===== config.mk =====
export PLATFORM = sky130hd
export DESIGN_NAME = mem_responder
export DESIGN_NICKNAME = d
export VERILOG_FILES = /design/src/rtl/mem_pkg.sv /design/src/rtl/word_ram.sv /design/src/rtl/mem_responder.sv
export SDC_FILE = /design/constraint.sdc
export NUM_CORES = 2
export LEC_CHECK = 0
export ABC_AREA = 1
export BUFFER_PORTS_ARGS = -buffer_cell sky130_fd_sc_hd__buf_2
export CORE_ASPECT_RATIO = 1.1
export CORE_MARGIN = 4
export CORE_UTILIZATION = 43
export CTS_CLUSTER_DIAMETER = 80
export DETAILED_ROUTE_END_ITERATION = 10
export PLACE_DENSITY = 0.63
export REMOVE_ABC_BUFFERS = 1
export SLEW_MARGIN = 0
export SYNTH_ARGS = -nofsm -noshare
export SYNTH_HDL_FRONTEND = slang
export SYNTH_SLANG_ARGS = --single-unit

===== constraint.sdc =====
create_clock -name clock -period 4.36 [get_ports clock]
set_clock_uncertainty 0.05 [all_clocks]
set_input_delay 0.654 -clock clock [delete_from_list [all_inputs] [get_ports clock]]
set_output_delay 0.654 -clock clock [all_outputs]
set_load 0.1 [all_outputs]

===== src/rtl/mem_pkg.sv =====
// Shared definitions for the memory responder: word geometry, FSM state
// encoding and a helper for sizing the wait-state counter.
package mem_pkg;

   localparam int unsigned WORD_W        = 32;
   localparam int unsigned BYTE_OFFSET_W = 2;

   typedef enum logic [1:0] {
      IDLE = 2'd0,
      WAIT = 2'd1,
      RESP = 2'd2
   } state_t;

   // Counter must hold WAIT_CYCLES; never narrower than one bit.
   function automatic int unsigned cnt_width(input int unsigned wait_cycles);
      int unsigned w;
      w = $clog2(wait_cycles + 1);
      return (w < 1) ? 1 : w;
   endfunction

   // Index width for a word array; never narrower than one bit.
   function automatic int unsigned idx_width(input int unsigned depth);
      return (depth > 1) ? $clog2(depth) : 1;
   endfunction

endpackage


===== src/rtl/word_ram.sv =====
// Single-port synchronous word array with a registered read port.
// Ports:
//   clk    - clock
//   rst_n  - async active-low reset (clears the read register only)
//   en     - perform an access this edge
//   we     - write enable (qualified by en)
//   zero   - load zero into the read register instead of array data
//   idx    - word index
//   wdata  - write data
//   rdata  - registered read data
module word_ram
   import mem_pkg::*;
#(
   parameter int unsigned DEPTH = 64,
   parameter int unsigned IDX_W = 6
) (
   input  logic              clk,
   input  logic              rst_n,
   input  logic              en,
   input  logic              we,
   input  logic              zero,
   input  logic [IDX_W-1:0]  idx,
   input  logic [WORD_W-1:0] wdata,
   output logic [WORD_W-1:0] rdata
);

   logic [WORD_W-1:0] r_mem [DEPTH];
   logic [WORD_W-1:0] r_rdata;

   // Array storage; intentionally not reset.
   always_ff @(posedge clk) begin
      if (en && we) begin
         r_mem[idx] <= wdata;
      end
   end

   // Read register; zero is used for write acks and illegal accesses.
   always_ff @(posedge clk or negedge rst_n) begin
      if (!rst_n) begin
         r_rdata <= '0;
      end else if (en) begin
         r_rdata <= zero ? '0 : r_mem[idx];
      end
   end

   assign rdata = r_rdata;

endmodule


===== src/rtl/mem_responder.sv =====
// Memory-side responder for a combined instruction/data port. Accepts one
// word request at a time, inserts WAIT_CYCLES wait states, then presents a
// read-data or write-ack response held until consumed.
// Ports:
//   clock, resetN          - clock, async active-low reset
//   reqValid/reqReady      - request handshake (reqReady registered)
//   reqWrite               - 1 = write, 0 = read
//   reqAddr                - byte address
//   reqWData               - write data
//   respValid/respReady    - response handshake (respValid registered)
//   respRData              - read data, 0 on write ack or error
//   respError              - misaligned or out-of-range access
module mem_responder
   import mem_pkg::*;
#(
   parameter int unsigned WAIT_CYCLES = 2,
   parameter int unsigned DEPTH       = 64,
   parameter int unsigned ADDR_W      = 32
) (
   input  logic              clock,
   input  logic              resetN,
   input  logic              reqValid,
   output logic              reqReady,
   input  logic              reqWrite,
   input  logic [ADDR_W-1:0] reqAddr,
   input  logic [WORD_W-1:0] reqWData,
   output logic              respValid,
   input  logic              respReady,
   output logic [WORD_W-1:0] respRData,
   output logic              respError
);

   localparam int unsigned CNT_W  = cnt_width(WAIT_CYCLES);
   localparam int unsigned IDX_W  = idx_width(DEPTH);
   localparam int unsigned WIDX_W = ADDR_W - BYTE_OFFSET_W;

   localparam logic [CNT_W-1:0]  WAIT_LAST = CNT_W'(WAIT_CYCLES);
   localparam logic [WIDX_W-1:0] DEPTH_IDX = WIDX_W'(DEPTH);

   state_t             r_state;
   state_t             w_next_state;
   logic [CNT_W-1:0]   r_cnt;
   logic [CNT_W-1:0]   w_cnt_next;

   logic               r_write;
   logic [ADDR_W-1:0]  r_addr;
   logic [WORD_W-1:0]  r_wdata;

   logic               r_req_ready;
   logic               r_resp_valid;
   logic               r_resp_error;

   logic               w_accept;
   logic               w_acc_write;
   logic [ADDR_W-1:0]  w_acc_addr;
   logic [WORD_W-1:0]  w_acc_wdata;
   logic [WIDX_W-1:0]  w_word_idx;
   logic               w_err;
   logic               w_ram_en;
   logic               w_ram_we;
   logic               w_ram_zero;
   logic [WORD_W-1:0]  w_ram_rdata;

   assign w_accept = reqValid & r_req_ready;

   // With zero wait states the access happens on the accept edge, before the
   // request is latched, so the access fields come straight from the port.
   assign w_acc_write = (r_state == IDLE) ? reqWrite : r_write;
   assign w_acc_addr  = (r_state == IDLE) ? reqAddr  : r_addr;
   assign w_acc_wdata = (r_state == IDLE) ? reqWData : r_wdata;

   // Legality of the access about to be performed.
   assign w_word_idx = w_acc_addr[ADDR_W-1:BYTE_OFFSET_W];
   assign w_err      = (|w_acc_addr[BYTE_OFFSET_W-1:0]) | (w_word_idx >= DEPTH_IDX);

   // State and counter registers.
   always_ff @(posedge clock or negedge resetN) begin
      if (!resetN) begin
         r_state <= IDLE;
         r_cnt   <= '0;
      end else begin
         r_state <= w_next_state;
         r_cnt   <= w_cnt_next;
      end
   end

   // Next-state logic and array access strobe.
   always_comb begin
      w_next_state = r_state;
      w_cnt_next   = r_cnt;
      w_ram_en     = 1'b0;
      case (r_state)
         IDLE: begin
            if (w_accept) begin
               if (WAIT_CYCLES == 0) begin
                  w_next_state = RESP;
                  w_ram_en     = 1'b1;
               end else begin
                  w_next_state = WAIT;
                  w_cnt_next   = CNT_W'(1);
               end
            end
         end
         WAIT: begin
            if (r_cnt == WAIT_LAST) begin
               w_next_state = RESP;
               w_cnt_next   = '0;
               w_ram_en     = 1'b1;
            end else begin
               w_cnt_next = r_cnt + CNT_W'(1);
            end
         end
         RESP: begin
            if (respReady) begin
               w_next_state = IDLE;
            end
         end
         default: begin
            w_next_state = IDLE;
            w_cnt_next   = '0;
         end
      endcase
   end

   assign w_ram_we   = w_acc_write & ~w_err;
   assign w_ram_zero = w_acc_write | w_err;

   // Request latch.
   always_ff @(posedge clock or negedge resetN) begin
      if (!resetN) begin
         r_write <= 1'b0;
         r_addr  <= '0;
         r_wdata <= '0;
      end else if (w_accept) begin
         r_write <= reqWrite;
         r_addr  <= reqAddr;
         r_wdata <= reqWData;
      end
   end

   // Handshake and error outputs, registered from the next state.
   always_ff @(posedge clock or negedge resetN) begin
      if (!resetN) begin
         r_req_ready  <= 1'b1;
         r_resp_valid <= 1'b0;
         r_resp_error <= 1'b0;
      end else begin
         r_req_ready  <= (w_next_state == IDLE);
         r_resp_valid <= (w_next_state == RESP);
         if (w_ram_en) begin
            r_resp_error <= w_err;
         end
      end
   end

   word_ram #(
      .DEPTH (DEPTH),
      .IDX_W (IDX_W)
   ) u_word_ram (
      .clk   (clock),
      .rst_n (resetN),
      .en    (w_ram_en),
      .we    (w_ram_we),
      .zero  (w_ram_zero),
      .idx   (w_word_idx[IDX_W-1:0]),
      .wdata (w_acc_wdata),
      .rdata (w_ram_rdata)
   );

   assign reqReady  = r_req_ready;
   assign respValid = r_resp_valid;
   assign respRData = w_ram_rdata;
   assign respError = r_resp_error;

endmodule

==> summary.md <==
| Metric | Value |
|---|---|
| Vias in the first global route | between 50,000 and 60,000 |
| Worst-margin pin slew | 1390 ps |
| Io pins | ~100 |
| Grt total ovfl | 0 |
| Unrepaired setup endpoints after global routing | false |
| Pleak | 42.0 nW |
| VDD IR max | between 800 and 900 uV |
| Clock Path Buffers | 3 |
| Final Max Slew Viols | 0 |
| # setup viols final | 0 |
| Antenna-violating nets left | 0 |
| Flops & latches, synth | roughly 2,200 |
| Min-Delay Path Class | input pin to register |
| Register area share after synthesis | about 70% |
| Routed wire length per instance | approximately 22 um |
| Post-CTS Resized | 0 |
| Crit path DAT | about 4600 ps |
| PortBufs | between 100 and 150 |
| PD cells | 753 mW/mm^2 |
| Post-synth EDFFs | 2,048 |
| Logic pwr share | a little over two fifths |
| Synth area leader | edfxtp_1 |
| Fin. Hold Viols | 0 |
| CP max stage cell | a21oi_1 |
| Clk sinks | around 2,200 |
| Dpl ws | around 560 ps |
| Area share of the largest cell type after synthesis | about two thirds |
| Core area | approximately 0.21 sq mm |
| Cts bufs inserted | between 200 and 250 |
| Die Wd | 445 um |
| Slew HR | approximately 7.1% |
| Final hold slack | between 60 and 70 ps |
| Gr usage total | a little under a quarter |
| P&R area growth vs syn | 14.0% |
| Final period util | between 80% and 90% |
| Vias/cell | 5.21 |
| GPL Wtd Cong | around 0.86 |
| Total power | ~78 mW |
| Post-synthesis area per instance | around 11 sq um |
| CP cell instances | inv_1 > nand2_4 > nand2_1 > nand2_8 > buf_12 > buf_4 > nand2_1 > nand3_1 > nand4_1 > a21oi_1 > nand3_1 > nand2_1 |
| DRT Pass-1 Iters | 6 |
| Clock group share of total power | a little under a quarter |
| WS Path Type | register to register |
| Initial Util | between 40% and 50% |
| Setup_tns | 0 ps |
| Req. time, crit path | a little over 5000 ps |
| First-pass GRT wire length | around 380,000 um |
| Internal Power | between 40 and 50 mW |
| Setup WS post-layout | around 540 ps |
| Clk slew on worst S/H paths | ~60 ps |
| Net count, final | between 8,000 and 9,000 |
| Status | finished, final reports clean |
| Fraction of layout cells with a size suffix above 1 | 8.50% |
| Asr flop ratio synth | about 4.8% |
| Fmax | roughly 260 MHz |
| Crit. End Element | register |
| Dpl hpwl | 150,000 um |
| Drc violations | 0 |
| H-Tree Depth | 4 |
| CTS Root Cell | clkbuf_16 |
| Sw power | between 30 and 40 mW |
| Sw Ratio | 43.0% |
| Routed wire length | 260,000 um |
| Skew-Pair Late Insertion Delay | around 860 ps |
| Iter 0 DRT Violations | 6,465 |
| Cell Area, Synth | 0.0904 sq mm |
| CP Launch Type | register |
| Row cnt | ~180 |
| Count of cell types in the netlist | 33 |
| CP dominant cell by count | nand2_1 |
| Yosys Warn Count | 0 |
| Sequential share of power | 35.1% |
| Pin count of the biggest net entering global routing | about 140 |
| Initial antenna violation count | 6 |
| CTS tree | built |
| CP Max Fanout | 40 |
| Primary FF master, synth | edfxtp_1 |
| Largest cells by area after synthesis | edfxtp_1 68%, nand2_1 16%, inv_1 4.0% |
| MaxCap Viol Count | 0 |
| Post-Synthesis Cells | 8,568 |
| Die span in y | 489 um |
| Critical path's largest stage delay | roughly 690 ps |
| Die footprint | roughly 0.22 sq mm |
| Via count | approximately 61,000 |
| Fin crit period | around 3800 ps |
-- synthesized netlist by cell type, types with 3 or more instances --
cell type	number
nor2_4	5
mux2_2	13
edfxtp_1	2048
nand2_1	3793
o21ai_2	3
buf_1	30
nor2_1	186
nand3_1	561
clkbuf_1	97
inv_1	952
o21ai_1	25
nor4_1	5
nand2_2	4
buf_4	17
or2_1	6
and2_1	26
nand3b_1	3
dfrtp_1	103
nor3_2	6
a21oi_1	38
buf_6	5
o21ai_0	220
inv_2	7
nand4_1	130
buf_2	272
o31ai_1	4
-- cells in the final DEF, fill, tap and decap left out, drive strengths merged --
| cell | instances |
|---|---|
| a21oi | 38 |
| and2 | 26 |
| buf | 326 |
| bufinv | 18 |
| clkbuf | 265 |
| clkinv | 88 |
| clkinvlp | 1 |
| dfrtp | 103 |
| dfstp | 1 |
| diode | 2 |
| dlygate4sd3 | 28 |
| edfxtp | 2048 |
| inv | 965 |
| mux2 | 13 |
| nand2 | 3799 |
| nand3 | 561 |
| nand3b | 3 |
| nand4 | 130 |
| nor2 | 191 |
| nor3 | 9 |
| nor4 | 5 |
| o211ai | 1 |
| o21ai | 248 |
| o22ai | 1 |
| o31ai | 4 |
| or2 | 7 |
-- logic make-up (layout without fill, tap and decap cells) --
| logic type | Yosys count | in the layout | share of synthesized area [%] |
|---|---|---|---|
| other | 0 | 2 | 0 |
| buffers and inverters | 1380 | 1691 | 6.22 |
| muxes | 13 | 13 | 0.162 |
| and+or+nand+nor | 4731 | 4731 | 21.0 |
| DFF | 2152 | 2152 | 70.9 |
| AOI/OAI and AO/OA | 292 | 292 | 1.64 |
-- state kept, by name (all words and copies together), names as in the netlist --
| register | flops |
|---|---|
| u_word_ram.r_mem | 2048 |
| respValid | 1 |
| reqReady | 1 |
| r_write | 1 |
| r_wdata | 32 |
| r_state | 2 |
| r_addr | 32 |
| u_word_ram.rdata | 32 |
| r_cnt | 2 |
| respError | 1 |
-- final timing paths --
| check | endpoint | cells after the start | start | slack [ps] |
|---|---|---|---|---|
| max in group asynchronous | r_wdata[21]$_DFFE_PN0P_ | 3 | resetN | 2940 |
| setup / recovery | u_word_ram.rdata[5]$_DFFE_PN0P_ | 12 | r_state[1]$_DFF_PN0_ | 540 |
| setup reg to reg | u_word_ram.rdata[5]$_DFFE_PN0P_ | 12 | r_state[1]$_DFF_PN0_ | 540 |
| min in group asynchronous | respValid$_DFF_PN0_ | 2 | resetN | 320 |
| hold / removal | r_addr[8]$_DFFE_PN0P_ | 3 | reqAddr[8] | 60 |
| hold reg to reg | r_cnt[0]$_DFFE_PN0P_ | 1 | r_cnt[1]$_DFFE_PN0P_ | 430 |
-- power groups by stage --
| stage | logic, mW | registers (mW) | clock network, mW |
|---|---|---|---|
| floorplan | 14.0 | 29.4 | 0 |
| global placement | 32.0 | 27.7 | 0 |
| detailed placement | 32.3 | 27.7 | 0 |
| CTS | 32.5 | 27.3 | 17.9 |
| global route | 35.2 | 27.3 | 18.7 |
| finish | 32.7 | 27.3 | 17.6 |
-- layout make-up --
type	instances	area (sq um)
Antenna cell	2	5.00
Clock buffer	265	5540
Inverter	959	3600
Clock inverter	113	1080
Tap cell	2759	3450
Timing Repair Buffer	354	3650
Fill cell	18200	106000
Multi-Input combinational cell	5036	21600
Sequential cell	2152	64100
-- repair_timing --
item / 4_1_cts / 5_1_grt
endpoints found under the hold margin: 71 / 0
buffers inserted: 0 / 0
hold buffers: 28 / 0
-- layer usage --
layer / GRT usage [%] / wire, um / up-vias
li1: - / - / 28100
met1: 31.3 / 103000 / 29500
met2: 38.9 / 124000 / 2580
met3: 3.07 / 20600 / 466
met4: 11.0 / 12500 / 2
met5: 0 / 16 / -
-- worst max-delay path: cells and delay by family (launching register included) --
kind	cells	cell delay, ps
flip-flops	1	450
buffers and inverters	3	850
AO/OA/AOI/OAI	1	690
AND/OR/NAND/NOR	8	1610
-- through the flow --
step / instances / util (%) / area [sq um]
6_report: 11600 / 49.3 / 103000
5_1_grt: 11600 / 49.3 / 103000
4_1_cts: 11600 / 49.3 / 103000
3_5_place_dp: 11200 / 46.0 / 96100
3_3_place_gp: 11200 / 46.0 / 96100
2_1_floorplan: 8147 / - / 88300
No activity file was read; power rests on OpenSTA's default activity.
